===== src/rtl/game_pkg.sv =====
// rtl/game_pkg.sv - HID keycode constants and direction type shared by the game front end
package game_pkg;

  localparam logic [7:0] KEY_NONE  = 8'h00;
  localparam logic [7:0] KEY_SPACE = 8'h2C;
  localparam logic [7:0] KEY_P     = 8'h13;
  localparam logic [7:0] KEY_R     = 8'h15;
  localparam logic [7:0] KEY_W     = 8'h1A;
  localparam logic [7:0] KEY_UP    = 8'h52;
  localparam logic [7:0] KEY_S     = 8'h16;
  localparam logic [7:0] KEY_DOWN  = 8'h51;
  localparam logic [7:0] KEY_A     = 8'h04;
  localparam logic [7:0] KEY_LEFT  = 8'h50;
  localparam logic [7:0] KEY_D     = 8'h07;
  localparam logic [7:0] KEY_RIGHT = 8'h4F;

  typedef enum logic [2:0] {
    DIR_NONE  = 3'd0,
    DIR_UP    = 3'd1,
    DIR_DOWN  = 3'd2,
    DIR_LEFT  = 3'd3,
    DIR_RIGHT = 3'd4
  } dir_t;

  function automatic logic is_cmd_key(input logic [7:0] kc);
    return (kc == KEY_SPACE) || (kc == KEY_P) || (kc == KEY_R);
  endfunction

  // Non-direction keys map to DIR_NONE, which doubles as "not a direction key".
  function automatic dir_t key_to_dir(input logic [7:0] kc);
    case (kc)
      KEY_W, KEY_UP:     return DIR_UP;
      KEY_S, KEY_DOWN:   return DIR_DOWN;
      KEY_A, KEY_LEFT:   return DIR_LEFT;
      KEY_D, KEY_RIGHT:  return DIR_RIGHT;
      default:           return DIR_NONE;
    endcase
  endfunction

endpackage


===== src/rtl/key_input_ctrl_if.sv =====
// rtl/key_input_ctrl_if.sv - keyboard/state-machine/movement signals of the key input stage
interface key_input_ctrl_if;
  import game_pkg::*;

  logic [7:0] keycode;
  logic       read_req;
  logic       tick_en;
  logic [7:0] keyboard;
  logic       game_clock;
  dir_t       dir;
  logic       dir_commit;
  logic       pend_valid;

  modport master (
    output keycode, read_req, tick_en,
    input  keyboard, game_clock, dir, dir_commit, pend_valid
  );

  modport slave (
    input  keycode, read_req, tick_en,
    output keyboard, game_clock, dir, dir_commit, pend_valid
  );

endinterface


===== src/rtl/key_input_ctrl_tick_gen.sv =====
// rtl/key_input_ctrl_tick_gen.sv - registered one-cycle game tick every TICK_DIV cycles
module tick_gen #(
  parameter int TICK_DIV = 10
) (
  input  logic clk,
  input  logic reset,
  input  logic clr,
  output logic tick
);

  localparam int CW = (TICK_DIV > 1) ? $clog2(TICK_DIV) : 1;
  localparam logic [CW-1:0] LAST = CW'(TICK_DIV - 1);
  localparam logic [CW-1:0] PRE  = CW'(TICK_DIV - 2);

  logic [CW-1:0] cnt;

  // tick is registered one count early so it is high exactly while cnt == LAST.
  always_ff @(posedge clk or negedge reset) begin
    if (!reset) begin
      cnt  <= '0;
      tick <= 1'b0;
    end else if (clr) begin
      cnt  <= '0;
      tick <= 1'b0;
    end else begin
      cnt  <= (cnt == LAST) ? '0 : cnt + 1'b1;
      tick <= (cnt == PRE);
    end
  end

endmodule


===== src/rtl/key_input_ctrl.sv =====
// rtl/key_input_ctrl.sv - keycode to command byte, committed direction and game tick
module key_input_ctrl
  import game_pkg::*;
#(
  parameter int CLK_HZ  = 50_000_000,
  parameter int TICK_HZ = 2
) (
  input logic             clk,
  input logic             reset,
  key_input_ctrl_if.slave kif
);

  localparam int TICK_DIV = CLK_HZ / TICK_HZ;

  logic [7:0] kc_q;
  logic [7:0] kc_q2;
  logic [7:0] keyboard_q;
  logic       new_press;
  logic       dir_press;
  logic       paused;
  logic       tick_clr;
  logic       game_clock;
  logic       commit;
  logic       pend_valid;
  logic       dir_commit;
  dir_t       press_dir;
  dir_t       pend_dir;
  dir_t       dir_q;

  assign new_press = (kc_q != kc_q2) && (kc_q != KEY_NONE);
  assign press_dir = key_to_dir(kc_q);
  assign dir_press = new_press && (press_dir != DIR_NONE);
  assign paused    = (keyboard_q == KEY_P);
  assign tick_clr  = !kif.tick_en || paused;
  assign commit    = game_clock && kif.read_req && pend_valid;

  always_ff @(posedge clk or negedge reset) begin
    if (!reset) begin
      kc_q       <= KEY_NONE;
      kc_q2      <= KEY_NONE;
      keyboard_q <= KEY_NONE;
    end else begin
      kc_q  <= kif.keycode;
      kc_q2 <= kc_q;
      if (new_press && is_cmd_key(kc_q))
        keyboard_q <= kc_q;
    end
  end

  // A press coinciding with a commit becomes the next pending value; the commit takes the old one.
  always_ff @(posedge clk or negedge reset) begin
    if (!reset) begin
      pend_dir   <= DIR_NONE;
      pend_valid <= 1'b0;
      dir_q      <= DIR_NONE;
      dir_commit <= 1'b0;
    end else begin
      dir_commit <= commit;
      if (commit)
        dir_q <= pend_dir;
      if (dir_press) begin
        pend_dir   <= press_dir;
        pend_valid <= 1'b1;
      end else if (commit) begin
        pend_valid <= 1'b0;
      end
    end
  end

  tick_gen #(
    .TICK_DIV(TICK_DIV)
  ) u_tick_gen (
    .clk  (clk),
    .reset(reset),
    .clr  (tick_clr),
    .tick (game_clock)
  );

  assign kif.keyboard   = keyboard_q;
  assign kif.game_clock = game_clock;
  assign kif.dir        = dir_q;
  assign kif.dir_commit = dir_commit;
  assign kif.pend_valid = pend_valid;

endmodule


===== src/flat_wrapper.sv =====
// flat-port wrapper written by rule: the top's interface ports become plain ports
module key_input_ctrl_flat import game_pkg::*;
#(
  parameter int CLK_HZ  = 50_000_000,
  parameter int TICK_HZ = 2
)
  (clk, reset, kif_keycode, kif_read_req, kif_tick_en, kif_keyboard, kif_game_clock, kif_dir, kif_dir_commit, kif_pend_valid);
  key_input_ctrl_if kif_i ();
  input logic clk;
  input logic reset;
  input wire logic [$bits(kif_i.keycode)-1:0] kif_keycode;
  input wire logic [$bits(kif_i.read_req)-1:0] kif_read_req;
  input wire logic [$bits(kif_i.tick_en)-1:0] kif_tick_en;
  output wire logic [$bits(kif_i.keyboard)-1:0] kif_keyboard;
  output wire logic [$bits(kif_i.game_clock)-1:0] kif_game_clock;
  output wire logic [$bits(kif_i.dir)-1:0] kif_dir;
  output wire logic [$bits(kif_i.dir_commit)-1:0] kif_dir_commit;
  output wire logic [$bits(kif_i.pend_valid)-1:0] kif_pend_valid;
  assign kif_i.keycode = kif_keycode;
  assign kif_i.read_req = kif_read_req;
  assign kif_i.tick_en = kif_tick_en;
  assign kif_keyboard = kif_i.keyboard;
  assign kif_game_clock = kif_i.game_clock;
  assign kif_dir = kif_i.dir;
  assign kif_dir_commit = kif_i.dir_commit;
  assign kif_pend_valid = kif_i.pend_valid;
  key_input_ctrl #(.CLK_HZ(CLK_HZ), .TICK_HZ(TICK_HZ)) u_core (.clk(clk), .reset(reset), .kif(kif_i));
endmodule

===== config.mk =====
export PLATFORM = sky130hd
export DESIGN_NAME = key_input_ctrl_flat
export DESIGN_NICKNAME = d
export VERILOG_FILES = /design/src/rtl/game_pkg.sv /design/src/rtl/key_input_ctrl_if.sv /design/src/rtl/key_input_ctrl_tick_gen.sv /design/src/rtl/key_input_ctrl.sv /design/src/flat_wrapper.sv
export SDC_FILE = /design/constraint.sdc
export NUM_CORES = 1
export LEC_CHECK = 0
export CORE_ASPECT_RATIO = 0.6
export CORE_UTILIZATION = 56
export DETAILED_ROUTE_END_ITERATION = 6
export PLACE_DENSITY = 0.86
export SYNTH_ARGS = -nofsm -noshare
export SYNTH_HDL_FRONTEND = slang
export SYNTH_SLANG_ARGS = --single-unit

===== constraint.sdc =====
create_clock -name clk -period 2.5 [get_ports clk]
set_clock_uncertainty 0.2 [all_clocks]
set_input_delay 0.75 -clock clk [delete_from_list [all_inputs] [get_ports clk]]
set_output_delay 0.75 -clock clk [all_outputs]
set_load 0.05 [all_outputs]

Word level (Yosys, flattened, before mapping)
Index checks and enable logic that the tools add are counted.
Cells by class
  add/subtract/negate cells: 1
  equality and inequality tests: 15
  muxes and demuxes: 6
  reductions and logical operators: 16
Operators by type and width (number)
  equality test 25 bit, second input constant: 2
  two-way mux 25 bit: 2
  equality test 8 x 5 -> 1 bit, second input constant: 5
  equality test 8 x 7 -> 1 bit, second input constant: 4
  adder 25 x 1 -> 25 bit, second input constant: 1
  equality test 8 x 3 -> 1 bit, second input constant: 2
  case mux 3 bit (4 select lines): 1
  equality test 8 x 6 -> 1 bit, second input constant: 1
  != test 8 bit: 1
  nonzero test 8 bit: 1
  OR reduction 2 bit: 4
  logical AND 1 bit: 5
  logical OR 1 bit: 3
  two-way mux 1 bit: 3
  nonzero test 3 bit: 1
  nonzero test 2 bit: 1
  zero test 1 bit: 1
Word-level totals
  register bits: 58
  input port bits: 12
  output and inout bits: 14
  logic and storage cells: 47

Depth between registers and ports, before layout
Gate-level depths: netlist of the first run.
  word-level depth: 6
  gate-level depth with buffers: 8
  depth with buffers taken out: 6

By module
Synthesis of the first run repeated with hierarchy kept, for this count alone.
Unflattened totals
  cells, all modules: 248
  area total of the unflattened synthesis: 2703.8 µm²
Modules (own cells, without submodules)
  tick_gen: times used 1, cells an instance 141, area each 1383.8 µm², seq. area each 650.6 µm²
  key_input_ctrl: times used 1, cells an instance 107, area each 1320.0 µm², seq. area each 800.8 µm²

Least setup slack after synthesis of the first run
Ideal clock, no wire load.
  kind: reg-to-reg
  start: reg u_core.kc_q[0]
  end: reg u_core.pend_dir[2]
  setup time: 0.121 ns
  arrival: 1.792 ns
  data required time: 2.179 ns
  slack: 0.387 ns
  stages on the path, launching flop included: 7
  buffers on the path: 1
  clock period less this slack: 2.113 ns
  path through: dfrtp_1 > buf_6 > or3_4 > or4_4 > o31ai_4 > o211ai_2 > a22o_1
Between the ends
  word-level cells in the longest chain between the ends: 5
  elaborated cells between the ends (all ways): 18
  classes of those cells: 9 x eq/ne; 1 x mux; 8 x reduce/logical
Ends and longest elaborated chain
  from (decl): line key_input_ctrl.sv:15  | logic [7:0] kc_q;
  from (signal assigned): line key_input_ctrl.sv:43  | kc_q <= kif.keycode;
  equality test 8 x 3 -> 1 bit, or another cell as far along: line game_pkg.sv:31  | case (kc)
  OR reduction 2 bit: line game_pkg.sv:31
  case mux 3 bit (4 select lines): line game_pkg.sv:31
  nonzero test 3 bit: line key_input_ctrl.sv:32  | assign dir_press = new_press && (press_dir != DIR_NONE);
  logical AND 1 bit: line key_input_ctrl.sv:32
  to (signal assigned): line key_input_ctrl.sv:62  | pend_dir <= press_dir;
  to (decl): line key_input_ctrl.sv:27  | dir_t pend_dir;
Parallel ways exist; a longest one is shown, timed or not.
A chain may end at the register's enable or synchronous reset.

Worst setup path in the final report of the first run
  start: reg u_core.keyboard_q[6], in the netlist u_core.kif.keyboard[6]
  end: out kif_keyboard[6]
RTL lines
  from (decl): line key_input_ctrl.sv:17  | logic [7:0] keyboard_q;
  from (signal assigned): line key_input_ctrl.sv:46  | keyboard_q <= kc_q;
  to (decl): line flat_wrapper.sv:14  | output wire logic [$bits(kif_i.keyboard)-1:0] kif_keyboard;
No word-level cell between the ends.

==> results of run 1 <==
-- power by group through the flow --
stage               registers (mW)  clock network (mW)  logic (mW)
detailed placement            1.07                   0       0.271
global route                  1.07                1.14       0.283
finish                        1.06                1.08       0.266
floorplan                     1.13                   0      0.0971
CTS                           1.06                1.10       0.269
global placement              1.07                   0       0.266
-- stage by stage --
step	util, %	worst slack [ps]	total power [mW]
after floorplan	-	387.4	1.231
after global placement	64.17	189.7	1.336
after detailed placement	64.17	149.2	1.346
after CTS	69.62	2.667	2.425
after global routing	69.95	0.9009	2.485
final	69.95	35.81	2.407
-- cell usage in the layout, fill, tap and decap left out, types with 5 or more instances in the layout --
| master | n |
|---|---|
| nand2_1 | 13 |
| nand4_1 | 10 |
| nor2_1 | 31 |
| xnor2_1 | 5 |
| nand3_1 | 12 |
| dlymetal6s2s_1 | 6 |
| xor2_1 | 25 |
| clkbuf_8 | 11 |
| clkdlybuf4s50_1 | 16 |
| dfrtp_1 | 58 |
-- layer usage --
metal | vias up | part of all wire, % | global-route usage [%]
li1 | 883 | - | -
met1 | 915 | 50 | 34.96
met2 | 58 | 43 | 32.58
met3 | 7 | 5.9 | 8.815
met4 | 0 | 0.99 | 6.122
met5 | - | 0 | 0
-- how the worst max path moves through the flow --
| stage | start | end | slack [ps] | depth (start not counted) |
|---|---|---|---|---|
| final | u_core.kif.keyboard[6] | kif_keyboard[6] | 40 | 1 |
| after global routing | u_core.kif.keyboard[6] | kif_keyboard[6] | 0.9 | 1 |
| after CTS | u_core.kif.pend_valid | kif_pend_valid | 3 | 1 |
| after detailed placement | kif_tick_en | u_core.u_tick_gen.cnt[22] | 150 | 4 |
| after global placement | kif_tick_en | u_core.u_tick_gen.cnt[22] | 190 | 4 |
| after floorplan | u_core.kc_q[0] | u_core.pend_dir[2] | 390 | 6 |
-- layout make-up --
class | count | area, sq um
clock buffer | 11 | 151.4
clock inverter | 5 | 100.1
fill | 321 | 1379
inverter | 3 | 11.26
multi-input combinational | 163 | 1132
sequential | 58 | 1451
tap | 63 | 78.83
timing repair buffer | 27 | 284.0
-- flip-flops by register name, indices dropped and copies added (netlist names) --
name	cells
u_core.kc_q	8
u_core.kif.pend_valid	1
u_core.kc_q2	8
u_core.kif.keyboard	8
u_core.pend_dir	3
u_core.kif.dir	3
u_core.u_tick_gen.cnt	25
u_core.kif.dir_commit	1
u_core.u_tick_gen.tick	1
-- logic make-up after synthesis --
kind of cell | share of synthesized area (%)
adder cells (fa/ha/maj) | 0.9353
flip-flops | 54.26
multiplexers | 2.946
AO/OA/AOI/OAI | 6.454
XOR/XNOR | 9.822
buffers and inverters | 3.414
AND/OR/NAND/NOR | 22.17
==> key figures, run 1 <==
Logic synthesis
  – Synthesized area: 2675 sq um
  – Mapped Nets: 250
  – Ys Warns: 0
  – Seq/Total Area, Yosys: a little over half
  – Largest area contributor in the netlist: dfrtp_1
  – Avg Cell Area, Syn: 11.34 sq um
  – Post-synth EDFFs: 0
  – Most common cell in the netlist: dfrtp_1
  – Largest cells by area after synthesis: dfrtp_1, xor2_1, nor2_1, nand4_1, nand3_1
  – FFs w/ async S/R, synth: 100.0%
  – Prevailing post-synth register cell: dfrtp_1
  – Flops & latches, synth: 58
  – Post-synth top area share: a little over half
  – Synth unique cells: 50
  – Gate Count Post-Synth: 236
  – Post-synth top cells: dfrtp_1, nor2_1, xor2_1

Critical path
  – CP bufs+invs: 1
  – CP max-delay cell: clkdlybuf4s50_1
  – Worst Path Required: 1550 ps
  – Worst R2R Start: u_core.kc_q[5]
  – Cell breakdown of the critical path: clkdlybuf4s50_1
  – Worst-path fanout max: 3
  – R2R Setup Slk: between 150 and 200 ps
  – FF-to-FF End: u_core.kif.keyboard[5]
  – CP max stage delay: 810 ps
  – Worst setup EP type: output pin
  – Delay-heaviest family, CP: buffers and inverters
  – Critical path start-end classification: register to output pin
  – R2r worst-path depth: 5
  – Startpoint types: register
  – Worst path arrival time: 1510 ps

Drt
  – First-pass detailed-route iteration total: 4
  – Initial DRC count: 199
  – Post-route ant nets: 0
  – DR vias: 1863
  – Routed length per instance: 16.18 um
  – Routed vias/inst: between 5 and 6
  – Drt total wl: between 5000 and 6000 um
  – DRC viols: 0

Power and ir drop
  – Switching share of power: 24.80%
  – Switch Pwr: 0.5967 mW
  – Peak supply drop: ~0.00045 V
  – P_int: 1.810 mW
  – Static Leak: 1.443 nW
  – Sequential Power Share: 44.0%
  – Clock Power Share: 44.9%
  – Gate power share: a little over a tenth
  – Power Density: 749.8 nW/um^2

Final layout
  – Non-filler cells, final: 330
  – Design area: 3209 sq um
  – Area Growth Syn to Fin: 19.97%
  – NumNets Final: 276
  – Share of post-route cells with drive strength above 1: 13.48%
  – Antenna diodes: 0

Run
  – Max Cap Viol: 0

Clocking
  – Clk sink count: 58
  – Hold_buf cts: 0
  – Inserted Clock Buffers: 9
  – H-tree Lvls: 3
  – Post-CTS setup buffer count: 0
  – CTS tree: yes
  – Post-cts resize count: 1
  – Clk pin slew, worst setup/hold paths: 70 ps
  – CTS max path bufs: 2
  – Clk_lat worst skew: 340 ps
  – CTS root buf: clkbuf_8

Global route
  – First-pass GRT wire length: about 9000 um
  – GRT overflow: 0
  – Largest net degree at the start of global routing: 59
  – Tot GR Track Use: around a quarter
  – Number of global-route vias before repair: 1810
  – Initial antenna violation count: 0

Placed design
  – Post-Place Cells: 314
  – Placed cell area: ~3000 sq um
  – Post-DP HPWL: around 3400 um
  – Buffers on Ports: 25
  – Final Wtd Congestion: 0.7897

Timing
  – Slew Limit Fails: 0
  – Highest Clock Rate: ~410 MHz
  – RSZ-0062 raised after global routing: no
  – Worst slew pin tran: approximately 700 ps
  – Final-report hold violation count: 0
  – Setup violation total in the final timing report: 0
  – Slew Limit Headroom: between 50 and 60%
  – Total Neg Setup Slack: 0 ps
  – Hold Slack: 197.4 ps
  – Tmin final: 2464 ps
  – Final period utilization: 98.57%

Floorplan
  – Die ar.: 5066 sq um
  – Ports: 26
  – Initial core utilization: 58.30%
  – Die H: 55.54 um
  – Die Wd: between 90 and 100 um
  – Rows: 19
  – Core Area: 4588 sq um

Status
  – Status: finished clean

Min path
  – HP Class: primary input to async pin
No activity file was read; power rests on OpenSTA's default activity.
==> run 2, diff against run 1 <==
--- a/config.mk
+++ b/config.mk
@@ -5,10 +5,11 @@
 export SDC_FILE = /design/constraint.sdc
 export NUM_CORES = 1
 export LEC_CHECK = 0
+export ABC_AREA = 1
 export CORE_ASPECT_RATIO = 0.6
-export CORE_UTILIZATION = 56
+export CORE_UTILIZATION = 57
 export DETAILED_ROUTE_END_ITERATION = 6
-export PLACE_DENSITY = 0.86
+export PLACE_DENSITY = 0.87
 export SYNTH_ARGS = -nofsm -noshare
 export SYNTH_HDL_FRONTEND = slang
 export SYNTH_SLANG_ARGS = --single-unit
==> key figures, run 2 <==
Power and ir drop
  – Tot Pwr: 2.078 mW
  – Power Density: 593.7 nW/um^2
  – Static Leak: 1.720 nW
  – Peak supply drop: 0.0005273 V

Min path
  – HP Class: primary input to async pin

Clocking
  – CTS max path bufs: 2
  – Clk sink count: 58
  – Clk pin slew, worst setup/hold paths: ~70 ps
  – Clk_lat worst skew: 340 ps
  – CTS root buf: clkbuf_8
  – Inserted Clock Buffers: 9
  – CTS tree: yes
  – Post-CTS setup buffer count: 0
  – H-tree Lvls: 3

Logic synthesis
  – Ys Warns: 0
  – Avg Cell Area, Syn: 7.782 sq um
  – Synthesized area: approximately 3000 sq um
  – FFs w/ async S/R, synth: 100.0%
  – Seq/Total Area, Yosys: 48.82%
  – Most common cell in the netlist: nand2_1
  – Post-synth top cells: nand2_1, nor2_1, dfrtp_1
  – Post-synth EDFFs: 0
  – Flops & latches, synth: 58
  – Largest cells by area after synthesis: dfrtp_1, nand2_1, nor2_1, inv_1, nand3_1
  – Synth unique cells: 32
  – Mapped Nets: 396
  – Gate Count Post-Synth: 382
  – Largest area contributor in the netlist: dfrtp_1
  – Post-synth top area share: between 40% and 50%
  – Prevailing post-synth register cell: dfrtp_1

Timing
  – Final-report hold violation count: 0
  – Slew Limit Fails: 0
  – Tmin final: 2478 ps
  – Setup violation total in the final timing report: 0
  – Final period utilization: 99.13%
  – Worst slew pin tran: 505.2 ps
  – Highest Clock Rate: 403.5 MHz
  – PnR worst setup slack: 21.65 ps
  – RSZ-0062 raised after global routing: no
  – Slew Limit Headroom: 66.27%
  – Total Neg Setup Slack: 0 ps

Drt
  – Routed length per instance: 13.93 um
  – Routed vias/inst: between 5 and 6
  – Drt total wl: 6744 um
  – DRC viols: 0
  – DR vias: 2585
  – Post-route ant nets: 0
  – First-pass detailed-route iteration total: 5
  – Initial DRC count: 229

Floorplan
  – Die H: ~58 um
  – Core Area: 4778 sq um
  – Die Wd: 95.24 um
  – Ports: 26
  – Initial core utilization: 62.22%
  – Rows: 19
  – Die ar.: 5518 sq um

Critical path
  – Worst path arrival time: 1530 ps
  – CP bufs+invs: 1
  – Worst Path Required: approximately 1600 ps
  – Worst-path fanout max: 3
  – Cell breakdown of the critical path: clkdlybuf4s50_1
  – Worst R2R Start: u_core.kc_q[1]
  – Critical path start-end classification: register to output pin
  – Delay-heaviest family, CP: buffers and inverters
  – CP max stage delay: 820 ps
  – Crit path launch: u_core.kif.keyboard[3]
  – CP max-delay cell: clkdlybuf4s50_1
  – Worst setup EP type: output pin
  – Startpoint types: register

Placed design
  – Setup WS pre-CTS: between 300 and 400 ps
  – Buffers on Ports: 25
  – Post-DP HPWL: 5012 um
  – Final Wtd Congestion: around 1

Final layout
  – Area Growth Syn to Fin: 17.72%
  – Antenna diodes: 0
  – Register name with the most flops: u_core.u_tick_gen.cnt
  – NumNets Final: 431
  – Max FFs per register: 25
  – Finished Core Util: 73.24%
  – Most common cell after layout, fill and taps aside: nand2_1
  – Most frequent cells in the layout: nand2_1, nor2_1, dfrtp_1
  – Share of post-route cells with drive strength above 1: 8.076%

Run
  – Max Cap Viol: 0

Global route
  – Largest net degree at the start of global routing: 59
  – GRT overflow: 0
  – Initial antenna violation count: 0
  – First-pass GRT wire length: 11470 um
  – Tot GR Track Use: 28.71%
  – Number of global-route vias before repair: 2457

Status
  – Status: finished clean
==> run 2: area by class of cell <==
class / count / area [sq um]
repair buffers: 26 / 275.3
well taps: 63 / 78.83
multi-input cells: 283 / 1363
inverters: 39 / 146.4
clock inverters: 3 / 40.04
flip-flops and latches: 58 / 1451
clock buffers: 12 / 145.1
fillers: 374 / 1279
==> run 2: metrics by stage <==
stage,instances,area [sq um],hold slack (ps)
final,484,3500,206.4
after global routing,484,3500,210.8
after CTS,484,3490,204.2
after detailed placement,469,3304,199.3
after global placement,469,3304,187.6
after floorplan,382,2973,174.1
==> run 2: what timing repair did <==
action,4_1_cts,5_1_grt
hold buffers,0,0
resized for setup,0,4
endpoints found under the setup margin,0,4
==> run 2: where the power goes <==
part	internal, mW	switching [mW]
sequential	0.980	0.0355
clock	0.479	0.354
combinational	0.0779	0.152
total	1.54	0.541
==> run 2: final timing paths <==
kind	cells after the start	endpoint	slack [ps]
min in group clk	0	u_core.kc_q2[7]	210
max	1	kif_keyboard[3]	20
min reg2reg	0	u_core.kc_q2[7]	210
max reg2reg	8	u_core.pend_dir[2]	560
max in group asynchronous	2	u_core.kif.pend_valid	1660
min	2	u_core.u_tick_gen.cnt[11]	210
==> run 2: logic make-up (layout without fill, tap and decap cells) <==
logic type | after synthesis | in the layout | share of synthesized area (%)
simple gates | 257 | 257 | 38.76
flops | 58 | 58 | 48.82
buf+inv | 41 | 80 | 5.345
xor+xnor | 15 | 15 | 4.419
compound gates | 9 | 9 | 1.809
fa+ha+maj | 2 | 2 | 0.8416
==> run 2: metal layers <==
metal / track usage (%) / vias up / wire [um]
met5: 0 / - / 0
met4: 10.39 / 0 / 87
met3: 13.78 / 14 / 800
met2: 37.65 / 117 / 2582
met1: 41.14 / 1182 / 3272
li1: - / 1272 / -
==> run 3, diff against run 2 <==
--- a/config.mk
+++ b/config.mk
@@ -10,6 +10,7 @@
 export CORE_UTILIZATION = 57
 export DETAILED_ROUTE_END_ITERATION = 6
 export PLACE_DENSITY = 0.87
+export SKIP_LAST_GASP = 1
 export SYNTH_ARGS = -nofsm -noshare
 export SYNTH_HDL_FRONTEND = slang
 export SYNTH_SLANG_ARGS = --single-unit
==> results of run 3 <==
Same layout as run 2: the final DEF is identical, and so are final timing and power.
